===== config.mk =====
export PLATFORM = sky130hd
export DESIGN_NAME = fp32_accumulator
export DESIGN_NICKNAME = d
export VERILOG_FILES = /design/src/rtl/fp32_accumulator.sv
export SDC_FILE = /design/constraint.sdc
export NUM_CORES = 1
export LEC_CHECK = 0
export ABC_AREA = 0
export CELL_PAD_IN_SITES_DETAIL_PLACEMENT = 1
export CELL_PAD_IN_SITES_GLOBAL_PLACEMENT = 2
export CORE_UTILIZATION = 38
export CTS_CLUSTER_DIAMETER = 120
export CTS_CLUSTER_SIZE = 12
export DETAILED_ROUTE_END_ITERATION = 16
export PLACE_DENSITY = 0.94
export RECOVER_POWER = 100
export SLEW_MARGIN = 20
export SYNTH_ARGS = -nofsm -noshare
export SYNTH_HDL_FRONTEND = slang
export SYNTH_SLANG_ARGS = --single-unit

===== constraint.sdc =====
create_clock -name clk -period 23.5 [get_ports clk]
set_input_delay 4.7 -clock clk [delete_from_list [all_inputs] [get_ports clk]]
set_output_delay 4.7 -clock clk [all_outputs]
set_load 0.1 [all_outputs]

===== src/rtl/fp32_accumulator.sv =====
// FP32 accumulator: sums LEN single-precision terms through one combinational adder.
// Optional synchronous flush input is enabled by defining FP32_ACC_FLUSH_EN.

module FP_Adder_Subtractor32 (
    input  logic [31:0] A,
    input  logic [31:0] B,
    input  logic        sub,
    output logic [31:0] Out,
    output logic        isZero
);
    logic        sa, sb, sx;
    logic [7:0]  ex, ey, d;
    logic [26:0] ma, mb, mx, my, my_sh, norm;
    logic [27:0] sum;
    logic [4:0]  lz;
    logic [9:0]  exp_n;
    logic [24:0] mant;
    logic        inc;

    always_comb begin
        sa     = A[31];
        sb     = B[31] ^ sub;
        ma     = {A[30:23] != 8'd0, A[22:0], 3'b000};
        mb     = {B[30:23] != 8'd0, B[22:0], 3'b000};
        sx     = sa;
        ex     = A[30:23];
        ey     = B[30:23];
        mx     = ma;
        my     = mb;
        my_sh  = '0;
        sum    = '0;
        norm   = '0;
        lz     = 5'd27;
        exp_n  = '0;
        mant   = '0;
        inc    = 1'b0;
        d      = '0;
        Out    = '0;
        isZero = 1'b0;

        // Larger magnitude goes to x so the aligned difference is never negative.
        if (B[30:0] > A[30:0]) begin
            sx = sb;
            ex = B[30:23];
            ey = A[30:23];
            mx = mb;
            my = ma;
        end
        d = ex - ey;
        if (d >= 8'd27)
            my_sh = {26'd0, |my};
        else begin
            my_sh    = my >> d;
            my_sh[0] = my_sh[0] | (|(my & ((27'h1 << d) - 27'h1)));
        end

        if (sa == sb)
            sum = {1'b0, mx} + {1'b0, my_sh};
        else
            sum = {1'b0, mx} - {1'b0, my_sh};

        exp_n = {2'b00, ex};
        if (sum[27]) begin
            norm  = {sum[27:2], sum[1] | sum[0]};
            exp_n = exp_n + 10'd1;
        end else begin
            for (int i = 0; i < 27; i++)
                if (sum[i]) lz = 5'(26 - i);
            norm  = sum[26:0] << lz;
            exp_n = exp_n - {5'd0, lz};
        end

        // Round to nearest even on guard/round/sticky.
        inc  = norm[2] & (norm[1] | norm[0] | norm[3]);
        mant = {1'b0, norm[26:3]} + {24'd0, inc};
        if (mant[24]) begin
            mant  = mant >> 1;
            exp_n = exp_n + 10'd1;
        end

        if (sum == 28'd0 || exp_n[9] || exp_n == 10'd0) begin
            Out    = '0;
            isZero = 1'b1;
        end else if (exp_n >= 10'd255)
            Out = {sx, 8'hFF, 23'd0};
        else
            Out = {sx, exp_n[7:0], mant[22:0]};
    end
endmodule

module fp32_accumulator #(
    parameter int LEN = 4
) (
    input  logic        clk,
    input  logic        rst_n,
`ifdef FP32_ACC_FLUSH_EN
    input  logic        flush,
`endif
    input  logic        in_valid,
    output logic        in_ready,
    input  logic [31:0] in_data,
    output logic        out_valid,
    input  logic        out_ready,
    output logic [31:0] out_data,
    output logic        out_zero
);
    typedef enum logic [1:0] {IDLE, ACC, DONE} state_t;

    localparam logic [7:0] LEN_C = 8'(LEN);

    state_t      state, state_nxt;
    logic [7:0]  cnt, cnt_nxt;
    logic [31:0] acc, acc_nxt, add_out;
    logic        acc_zero, acc_zero_nxt, add_zero, term_zero;

    FP_Adder_Subtractor32 u_add (
        .A      (acc),
        .B      (in_data),
        .sub    (1'b0),
        .Out    (add_out),
        .isZero (add_zero)
    );

    assign term_zero = (in_data[30:0] == 31'd0);
    assign in_ready  = (state != DONE);
    assign out_valid = (state == DONE);
    assign out_zero  = acc_zero;
    assign out_data  = acc_zero ? 32'h0 : acc;

    always_ff @(posedge clk or negedge rst_n) begin
        if (!rst_n) begin
            state    <= IDLE;
            cnt      <= '0;
            acc      <= '0;
            acc_zero <= 1'b1;
        end else begin
            state    <= state_nxt;
            cnt      <= cnt_nxt;
            acc      <= acc_nxt;
            acc_zero <= acc_zero_nxt;
        end
    end

    always_comb begin
        state_nxt    = state;
        cnt_nxt      = cnt;
        acc_nxt      = acc;
        acc_zero_nxt = acc_zero;
        case (state)
            IDLE, ACC: begin
                if (in_valid) begin
                    // Zero terms only advance the count; an empty accumulator takes the term as-is.
                    if (!term_zero) begin
                        if (state == IDLE || acc_zero) begin
                            acc_nxt      = in_data;
                            acc_zero_nxt = 1'b0;
                        end else if (add_zero) begin
                            acc_nxt      = '0;
                            acc_zero_nxt = 1'b1;
                        end else begin
                            acc_nxt      = add_out;
                            acc_zero_nxt = 1'b0;
                        end
                    end
                    if (cnt == LEN_C - 8'd1) begin
                        cnt_nxt   = '0;
                        state_nxt = DONE;
                    end else begin
                        cnt_nxt   = cnt + 8'd1;
                        state_nxt = ACC;
                    end
                end
            end
            DONE: begin
                if (out_ready) begin
                    state_nxt    = IDLE;
                    acc_nxt      = '0;
                    acc_zero_nxt = 1'b1;
                end
            end
            default: state_nxt = IDLE;
        endcase
`ifdef FP32_ACC_FLUSH_EN
        if (flush) begin
            state_nxt    = IDLE;
            cnt_nxt      = '0;
            acc_nxt      = '0;
            acc_zero_nxt = 1'b1;
        end
`endif
    end
endmodule


=== Yosys cells after proc, flatten, opt, wreduce, memory -nomap -nowiden ===
Cells that the tools add are included.

* $lt $le $gt $ge: 3
* Equality and inequality tests: 8
* Bitwise operators: 6
* Multiply operators: 0
* Add/subtract/negate cells: 9
* Muxes and demuxes: 60
* Reduce and logical (&&, ||, !) cells: 16
* Divide/modulo/power cells: 0
* Shifts and indexed selects: 3

{| class="wikitable"
|+ Operators by type and width
! operator !! count
|-
| $mux W32 || 7
|-
| $mux W27 || 4
|-
| $mux W5 || 17
|-
| $pmux W32 S2 || 1
|-
| $reduce_or A27 Y1 || 2
|-
| $mux W4 || 8
|-
| $gt A31 B31 Y1 || 1
|-
| $logic_not A31 Y1 || 1
|-
| $mux W31 || 1
|-
| $add A27 B27 Y28 || 1
|-
| $logic_not A28 Y1 || 1
|-
| $mux W28 || 1
|-
| $sub A27 B27 Y28 || 1
|-
| $and A27 B27 Y27 || 1
|-
| $shl A1 B8 Y27 const A || 1
|-
| $shl A27 B5 Y27 || 1
|-
| $shr A27 B8 Y27 || 1
|-
| $sub A27 B1 Y27 const B || 1
|-
| $add A24 B1 Y25 || 1
|-
| $mux W8 || 3
|-
| $mux W23 || 1
|-
| $mux W10 || 2
|-
| $reduce_bool A8 Y1 || 2
|-
| $add A10 B1 Y10 const B || 1
|-
| other kinds (25) || 44
|}

* RAM bits: 0
* Bits of input ports: 36
* Register bits: 43
* Memories kept: 0
* Memory bits (read-only): 0
* Bits in latches: 0
* Output and inout port bits: 35

=== Longest topological paths before layout ===
Gate-level depths: netlist (run 1).

* Word-level depth: 54
* Depth in mapped cells: 68

=== By module ===
A second synthesis (run 1) with hierarchy kept.

* Cell total of the unflattened synthesis: 2014
* Area total of the unflattened synthesis: 14118.5 µm²

{| class="wikitable"
|+ By module, submodules not included
! module !! times used !! cells an instance !! area each (µm²)
|-
| FP_Adder_Subtractor32 || 1 || 1743 || 11471.0
|-
| fp32_accumulator || 1 || 271 || 2647.5
|}

=== Worst setup path before layout (run 1) ===
No wires, ideal clock.

* Kind: input -> register
* Start: input port in_data[27]
* End: register acc[0]
* Stages on the path: 58
* Slack: 6295 ps
* Setup time: 130 ps
* Arrival: 17075 ps
* Data required time: 23370 ps
* Path buffers: 12
* Cells stage by stage: ha_1 -> buf_4 -> nand4_2 -> or4_4 -> or2_0 -> a21bo_2 -> buf_2 -> nand4_1 -> and2_1 -> ha_1 -> clkbuf_1 -> clkbuf_1 -> buf_1 -> clkbuf_1 -> clkbuf_1 -> o21ai_0 -> a22oi_1 -> nor3_1 -> (+22 left out) -> buf_2 -> ha_1 -> nor2b_1 -> o21ai_0 -> nand2b_1 -> and2_1 -> o31a_1 -> or2_2 -> nor3_1 -> nand4_1 -> mux2_2 -> or3_1 -> a21o_1 -> nor4_1 -> o2bb2ai_2 -> nor2_1 -> buf_4 -> o31ai_2

* Word-level cells in the longest chain between the ends: 54
* Elaborated cells between the ends (all ways): 76

{| class="wikitable"
|+ Ends and longest elaborated chain
! what !! RTL line !! text
|-
| start: declaration || 101 || <nowiki>input logic [31:0] in_data,</nowiki>
|-
| $gt A31 B31 Y1 || 42 || <nowiki>if (B[30:0] > A[30:0]) begin</nowiki>
|-
| $mux W8 || 42 ||
|-
| $sub A8 B8 Y8 || 49 || <nowiki>d = ex - ey;</nowiki>
|-
| $shl A1 B8 Y27 || 54 || <nowiki>my_sh[0] = my_sh[0] | (|(my & ((27'h1 << d) - 27'h1)));</nowiki>
|-
| $sub A27 B1 Y27 || 54 ||
|-
| $and A27 B27 Y27 || 54 ||
|-
| $reduce_or A27 Y1 || 54 ||
|-
| $or A1 B1 Y1 || 54 ||
|-
| (+38 left out) || - ||
|-
| $ge A10 B8 Y1 (tied with other cells) || 84 || <nowiki>end else if (exp_n >= 10'd255)</nowiki>
|-
| $mux W31 / $logic_or A1 B1 Y1 (equally long branches) || 84, 81 ||
|-
| $mux W32 / $mux W1 (equally long branches) || 81 || <nowiki>if (sum == 28'd0 || exp_n[9] || exp_n == 10'd0) begin</nowiki>
|-
| $mux W32 || 157 || <nowiki>end else if (add_zero) begin</nowiki>
|-
| $mux W32 || 154 || <nowiki>if (state == IDLE || acc_zero) begin</nowiki>
|-
| $mux W32 || 153 || <nowiki>if (!term_zero) begin</nowiki>
|-
| $mux W32 || 151 || <nowiki>if (in_valid) begin</nowiki>
|-
| $pmux W32 S2 || 149 || <nowiki>case (state)</nowiki>
|-
| end signal: assignment || 139 || <nowiki>acc <= acc_nxt;</nowiki>
|-
| end: declaration || 113 || <nowiki>logic [31:0] acc, acc_nxt, add_out;</nowiki>
|}

Parallel ways exist; a longest one is shown, timed or not. The select of a mux whose other input is x is not followed.
A chain may end at the register's enable or synchronous reset.

=== Final worst setup path (run 1) ===
* Start: input port in_data[23]
* End: register acc[22]

Same word-level chain as after synthesis.

==> impl_metrics.json, run 1 <==
{
  "outcome": "finished, violations left",
  "violations": "capacitance limit, slew limit",
  "grt_first_pass_wirelength_mm": 105,
  "fmax_mhz": 45.4,
  "synth.net_count": 2125,
  "crit_type": "in -> reg",
  "dieArea_sq_um": 35900,
  "synth.distinct_cells": 113,
  "syn_avg_cell_area_sq_um": 6.61,
  "grt_start_max_net_pins": 68,
  "path_max_fanout": 30,
  "place.gp.congestion": 1.03,
  "yosysTopAreaCellShare_pct": 7.87,
  "dpl.cell_count": 2450,
  "critical_path_required_ns": 23.68,
  "grt.overflow.total": 0,
  "crit_family": "compound AO/OA/AOI/OAI gates",
  "synth_cells": 2021,
  "cpMostUsedCell": "a21oi_1",
  "tns_ns": 0,
  "drive_above_1_share_pct": 7.24,
  "setup-violations-final": 0,
  "critPathSlowestCell": "a2111oi_0",
  "synth_edf_count": 0,
  "postRouteAntennaNets": 0,
  "relSlewSlack_pct": -55.5,
  "cp-start-kind": "primary input",
  "vias_per_cell": 6.95,
  "antenna_found_initial": 1,
  "async_reset_ff_share_pct": 100,
  "syn2layout_area_growth_pct": 8.59,
  "crit_start": "in_data[23]",
  "cts_tree": "yes",
  "die_y_um": 189,
  "slowest_delay_ns": 0.92,
  "hp-class": "reg -> reg",
  "clk_latency_ns": 0.28,
  "yosysTopAreaCell": "dfrtp_1",
  "cts.htree.levels": 2,
  "holdBufCountCts": 0,
  "nNetsFinal": 2107,
  "die_x_um": 189,
  "finalWirelength_mm": 69.4,
  "min_path_cells": 1,
  "clock_skew_ns": 0.00523,
  "num_io_pins": 71,
  "num_rows": 68,
  "grt_usage_pct": 37.7,
  "drtIter0Drc": 1874,
  "ys.flop_type": "dfrtp_1",
  "path_buf_inv": 5,
  "num_vias": 17100,
  "cts_setup_buffers": 0,
  "clkTransAtPathRegs_ns": 0.06,
  "placed_area_sq_um": 14400,
  "place_hpwl_mm": 54.9,
  "crit_cells": 52,
  "worst_setup_path_end_kind": "flop",
  "drtPass1Iterations": 5,
  "io_buffers": 70,
  "cap_viol_max_count": 1,
  "avgRoutedWirePerCell_um": 28.2,
  "netlist_top_cells_area": "dfrtp_1, nor2_1, ha_1, nand2_1, a21oi_1",
  "stdcell_area_sq_um": 14500,
  "crit_arrival_ns": 22.23,
  "tightest_slew_ns": 2.33,
  "rsz0062_at_grt": "false",
  "hold_violations": 0,
  "drc": 0,
  "ys_ff_latch": 43,
  "ys_warn_count": 0,
  "crit-reg2reg-launch": "acc[26]",
  "hold_start": "cnt[7]",
  "core_sq_um": 34500,
  "report.final.slew_viol_count": 44,
  "syn_area_sq_um": 13400,
  "start_util_pct": 38.7,
  "yosysSeqAreaShare_pct": 8.07,
  "max-clock-path-buffers": 2,
  "grt_pass1_vias": 16800,
  "rrSetupSlack_ns": 5.87,
  "finalCriticalPeriod_ns": 22.04,
  "post-route-period-util_pct": 93.8,
  "numCtsBuffers": 5,
  "clock-sinks": 43,
  "cts_resized": 0,
  "reg2regPathDepth": 52,
  "cts-root-buf": "clkbuf_16",
  "fin_cells": 2460
}
-- cells in the final DEF (no fill, tap or decap), drive strengths merged, types with 23 or more instances in the layout --
cell,instances
o31ai,33
nand2b,26
and2,24
clkdlybuf4s50,33
nor2b,26
a21oi,154
o22ai,25
o211ai,36
dlygate4sd3,36
a21o,23
dfrtp,42
buf,29
a211oi,39
nor4,38
mux2i,46
and3,27
ha,66
nand2,218
nand3,68
nor2,227
or3,31
inv,73
nor3,78
o21ai,163
xnor2,48
nand4,23
a22oi,41
a31oi,28
xor2,37
-- kinds of logic (layout without fill, tap and decap cells) --
kind of cell | after synthesis | in the layout | share of synthesized area, %
simple gates | 843 | 843 | 31.0
compound gates | 716 | 716 | 37.1
buf+inv | 197 | 180 | 6.13
xor+xnor | 85 | 85 | 5.63
mux | 69 | 69 | 5.59
fa+ha+maj | 68 | 68 | 6.48
flops | 43 | 43 | 8.07
other cells | 0 | 1 | 0
-- Yosys cell counts, types with 42 or more instances --
cell / instances
nand3_1: 66
ha_1: 66
o21ai_0: 143
clkbuf_1: 72
nor3_1: 77
nor2_1: 224
dfrtp_1: 42
mux2i_1: 45
nand2_1: 215
inv_1: 71
a21oi_1: 152
xnor2_1: 48
-- worst paths after layout --
path	endpoint
min in group asynchronous	cnt[7]
max in group asynchronous	acc[18]
setup reg to reg	acc[22]
hold reg to reg	cnt[7]
hold / removal	cnt[7]
setup / recovery	acc[22]
-- cell type report --
type / count / area [sq um]
Fill cell: 4559 / 20000
Clock buffer: 6 / 139
Timing Repair Buffer: 99 / 920
Multi-Input combinational cell: 1781 / 11500
Sequential cell: 43 / 1080
Inverter: 73 / 274
Antenna cell: 1 / 2.50
Clock inverter: 2 / 35.0
Tap cell: 455 / 569
-- through the flow --
step           worst slack [ns]  utilization (%)  hold slack, ns
2_1_floorplan              6.29                -           0.439
3_3_place_gp               2.52             41.5           0.467
3_5_place_dp               2.30             41.6           0.470
4_1_cts                    2.39             42.1           0.480
5_1_grt                   0.485             42.0           0.498
6_report                   1.46             42.0           0.479
-- registers in the layout, summed over array words and instances, names as in the netlist --
register,cells
state,2
acc,32
cnt,8
out_zero,1
-- routing by layer --
layer	routed length, um	track usage [%]	up-vias
met4	4300	20.2	0
met1	29000	50.3	8329
met5	0	0	-
met3	6090	5.10	223
met2	30100	58.7	977
li1	-	-	7574
Power of run 1 is left out: the tool's default activity adds up to more than one toggle a clock period on the data nets, which glitch-free logic cannot reach.
==> run 2: changes to the inputs <==
--- a/config.mk
+++ b/config.mk
@@ -12,7 +12,7 @@
 export CTS_CLUSTER_DIAMETER = 120
 export CTS_CLUSTER_SIZE = 12
 export DETAILED_ROUTE_END_ITERATION = 16
-export PLACE_DENSITY = 0.94
+export PLACE_DENSITY_LB_ADDON = 0.1
 export RECOVER_POWER = 100
 export SLEW_MARGIN = 20
 export SYNTH_ARGS = -nofsm -noshare
==> run 2 against run 1 <==
  * The run still ends with capacitance limit, slew limit left
  * Register-to-register slack improved by 0.10 ns
  * Global-route usage rose by 1.3 points
  * Worst hold slack got worse by 0.0081 ns
  * Non-clock buffer count grew 10
  * Via count shrank 0.22%
  * Core utilization increased by 0.21 points
  * Wire length is 3.4% higher
  * First-iteration DRC count fell by 6.5%
  * Final cell count rose by 0.37%
  * Die area stayed put
==> impl_metrics.json, run 2 (synthesis results as in run 1) <==
{
  "min_path_cells": 1,
  "start_util_pct": 38.7,
  "slowest_delay_ns": 0.89,
  "drtIter0Drc": 1753,
  "cap_viol_max_count": 2,
  "num_vias": 17100,
  "antenna_cells": 0,
  "finalCriticalPeriod_ns": 22.06,
  "fin_ws_ns": 1.44,
  "post-route-period-util_pct": 93.9,
  "max_flop_register": "acc",
  "fin_cells": 2469,
  "layout_commonest_cell": "nor2_1",
  "critPathSlowestCell": "clkbuf_2",
  "cp-start-kind": "primary input",
  "hold_start": "cnt[7]",
  "stdcell_area_sq_um": 14600,
  "antenna_found_initial": 0,
  "cts_tree": "yes",
  "nNetsFinal": 2117,
  "dp_worst_setup_slack_ns": 1.96,
  "holdBufCountCts": 0,
  "r2r_end": "acc[2]",
  "relSlewSlack_pct": -56.8,
  "core_sq_um": 34500,
  "critical_path_required_ns": 23.68,
  "rrSetupSlack_ns": 5.97,
  "clkTransAtPathRegs_ns": 0.07,
  "hold_violations": 0,
  "fillers": 4531,
  "cpMostUsedCell": "ha_1",
  "final_cell_mix": "nor2_1, nand2_1, a21oi_1, o21ai_0, nor3_1",
  "postRouteAntennaNets": 0,
  "syn2layout_area_growth_pct": 9.15,
  "crit-reg2reg-launch": "acc[28]",
  "dpl.cell_count": 2460,
  "finalWirelength_mm": 71.8,
  "rsz0062_at_grt": "false",
  "violations": "capacitance limit, slew limit",
  "clk_latency_ns": 0.29,
  "die_x_um": 189,
  "grt.overflow.total": 0,
  "crit_type": "in -> reg",
  "clock_skew_ns": 0.00755,
  "die_y_um": 189,
  "path_max_fanout": 42,
  "largest_reg_flops": 32,
  "avgRoutedWirePerCell_um": 29.1,
  "dieArea_sq_um": 35900,
  "io_buffers": 70,
  "num_io_pins": 71,
  "setup-violations-final": 0,
  "drive_above_1_share_pct": 7.65,
  "cts_setup_buffers": 0,
  "grt_usage_pct": 39.0,
  "cts_resized": 0,
  "cts.htree.levels": 2,
  "drc": 0,
  "drtPass1Iterations": 5,
  "grt_first_pass_wirelength_mm": 107,
  "grt_pass1_vias": 16600,
  "numCtsBuffers": 5,
  "top_regs": "acc: 32 flops, cnt: 8 flops, state: 2 flops",
  "fmax_mhz": 45.3,
  "crit_arrival_ns": 22.24,
  "min_to": "cnt[7]",
  "report.final.slew_viol_count": 80,
  "outcome": "finished, violations left",
  "tightest_slew_ns": 2.35,
  "place.gp.congestion": 1.02,
  "max-clock-path-buffers": 2,
  "num_rows": 68,
  "hp-class": "reg -> reg",
  "tns_ns": 0,
  "place_hpwl_mm": 56.8,
  "reg2regPathDepth": 55,
  "placed_area_sq_um": 14400,
  "crit_start": "in_data[28]",
  "grt_start_max_net_pins": 78,
  "clock-sinks": 43,
  "worst_setup_path_end_kind": "flop",
  "cts-root-buf": "clkbuf_16",
  "vias_per_cell": 6.91
}
-- run 2: cell types whose count changed in the layout (fill, tap and decap cells not counted), sizes merged --
cell,delta
buf,+9
clkbuf,+1
clkinv,-1
diode,-1
inv,+1
-- run 2: worst max-delay path by stage --
| stage | to | slack (ns) | cells after the start |
|---|---|---|---|
| detailed placement | acc[16] | 1.96 | 54 |
| CTS | acc[16] | 2.13 | 54 |
| finish | acc[2] | 1.44 | 55 |
| global placement | acc[8] | 2.30 | 58 |
| global route | acc[2] | 0.51 | 56 |
| floorplan | acc[0] | 6.29 | 58 |
-- run 2: layer usage --
| layer | global-route usage [%] | vias to the layer above | wire (um) |
|---|---|---|---|
| met5 | 0 | - | 0 |
| met4 | 17.0 | 0 | 3530 |
| met3 | 6.52 | 174 | 5800 |
| met2 | 60.8 | 841 | 31400 |
| met1 | 52.5 | 8451 | 31100 |
| li1 | - | 7599 | - |
-- run 2: worst max-delay path, delay by kind of cell --
kind                     cells  cell delay, ns
multiplexers                 2            1.05
AND/OR/NAND/NOR             21            7.23
AO/OA/AOI/OAI               18            4.89
buffers and inverters        7            2.16
XOR/XNOR                     2            0.39
adder cells (fa/ha/maj)      5            1.76
-- run 2: stage by stage --
stage / utilization (%) / hold slack (ns)
global placement: 41.7 / 0.458
global route: 42.2 / 0.497
floorplan: - / 0.439
CTS: 42.3 / 0.476
finish: 42.2 / 0.471
detailed placement: 41.7 / 0.462
-- run 2: cell type report --
cell class                      instances  area [sq um]  area share (%)
Tap cell                              455           569            3.91
Clock buffer                            6           139           0.953
Clock inverter                          2          38.8           0.266
Timing Repair Buffer                  109           992            6.81
Multi-Input combinational cell       1781         11500            78.8
Inverter                               73           274            1.88
Sequential cell                        43          1080            7.39
Power of run 2 is left out for the same reason.
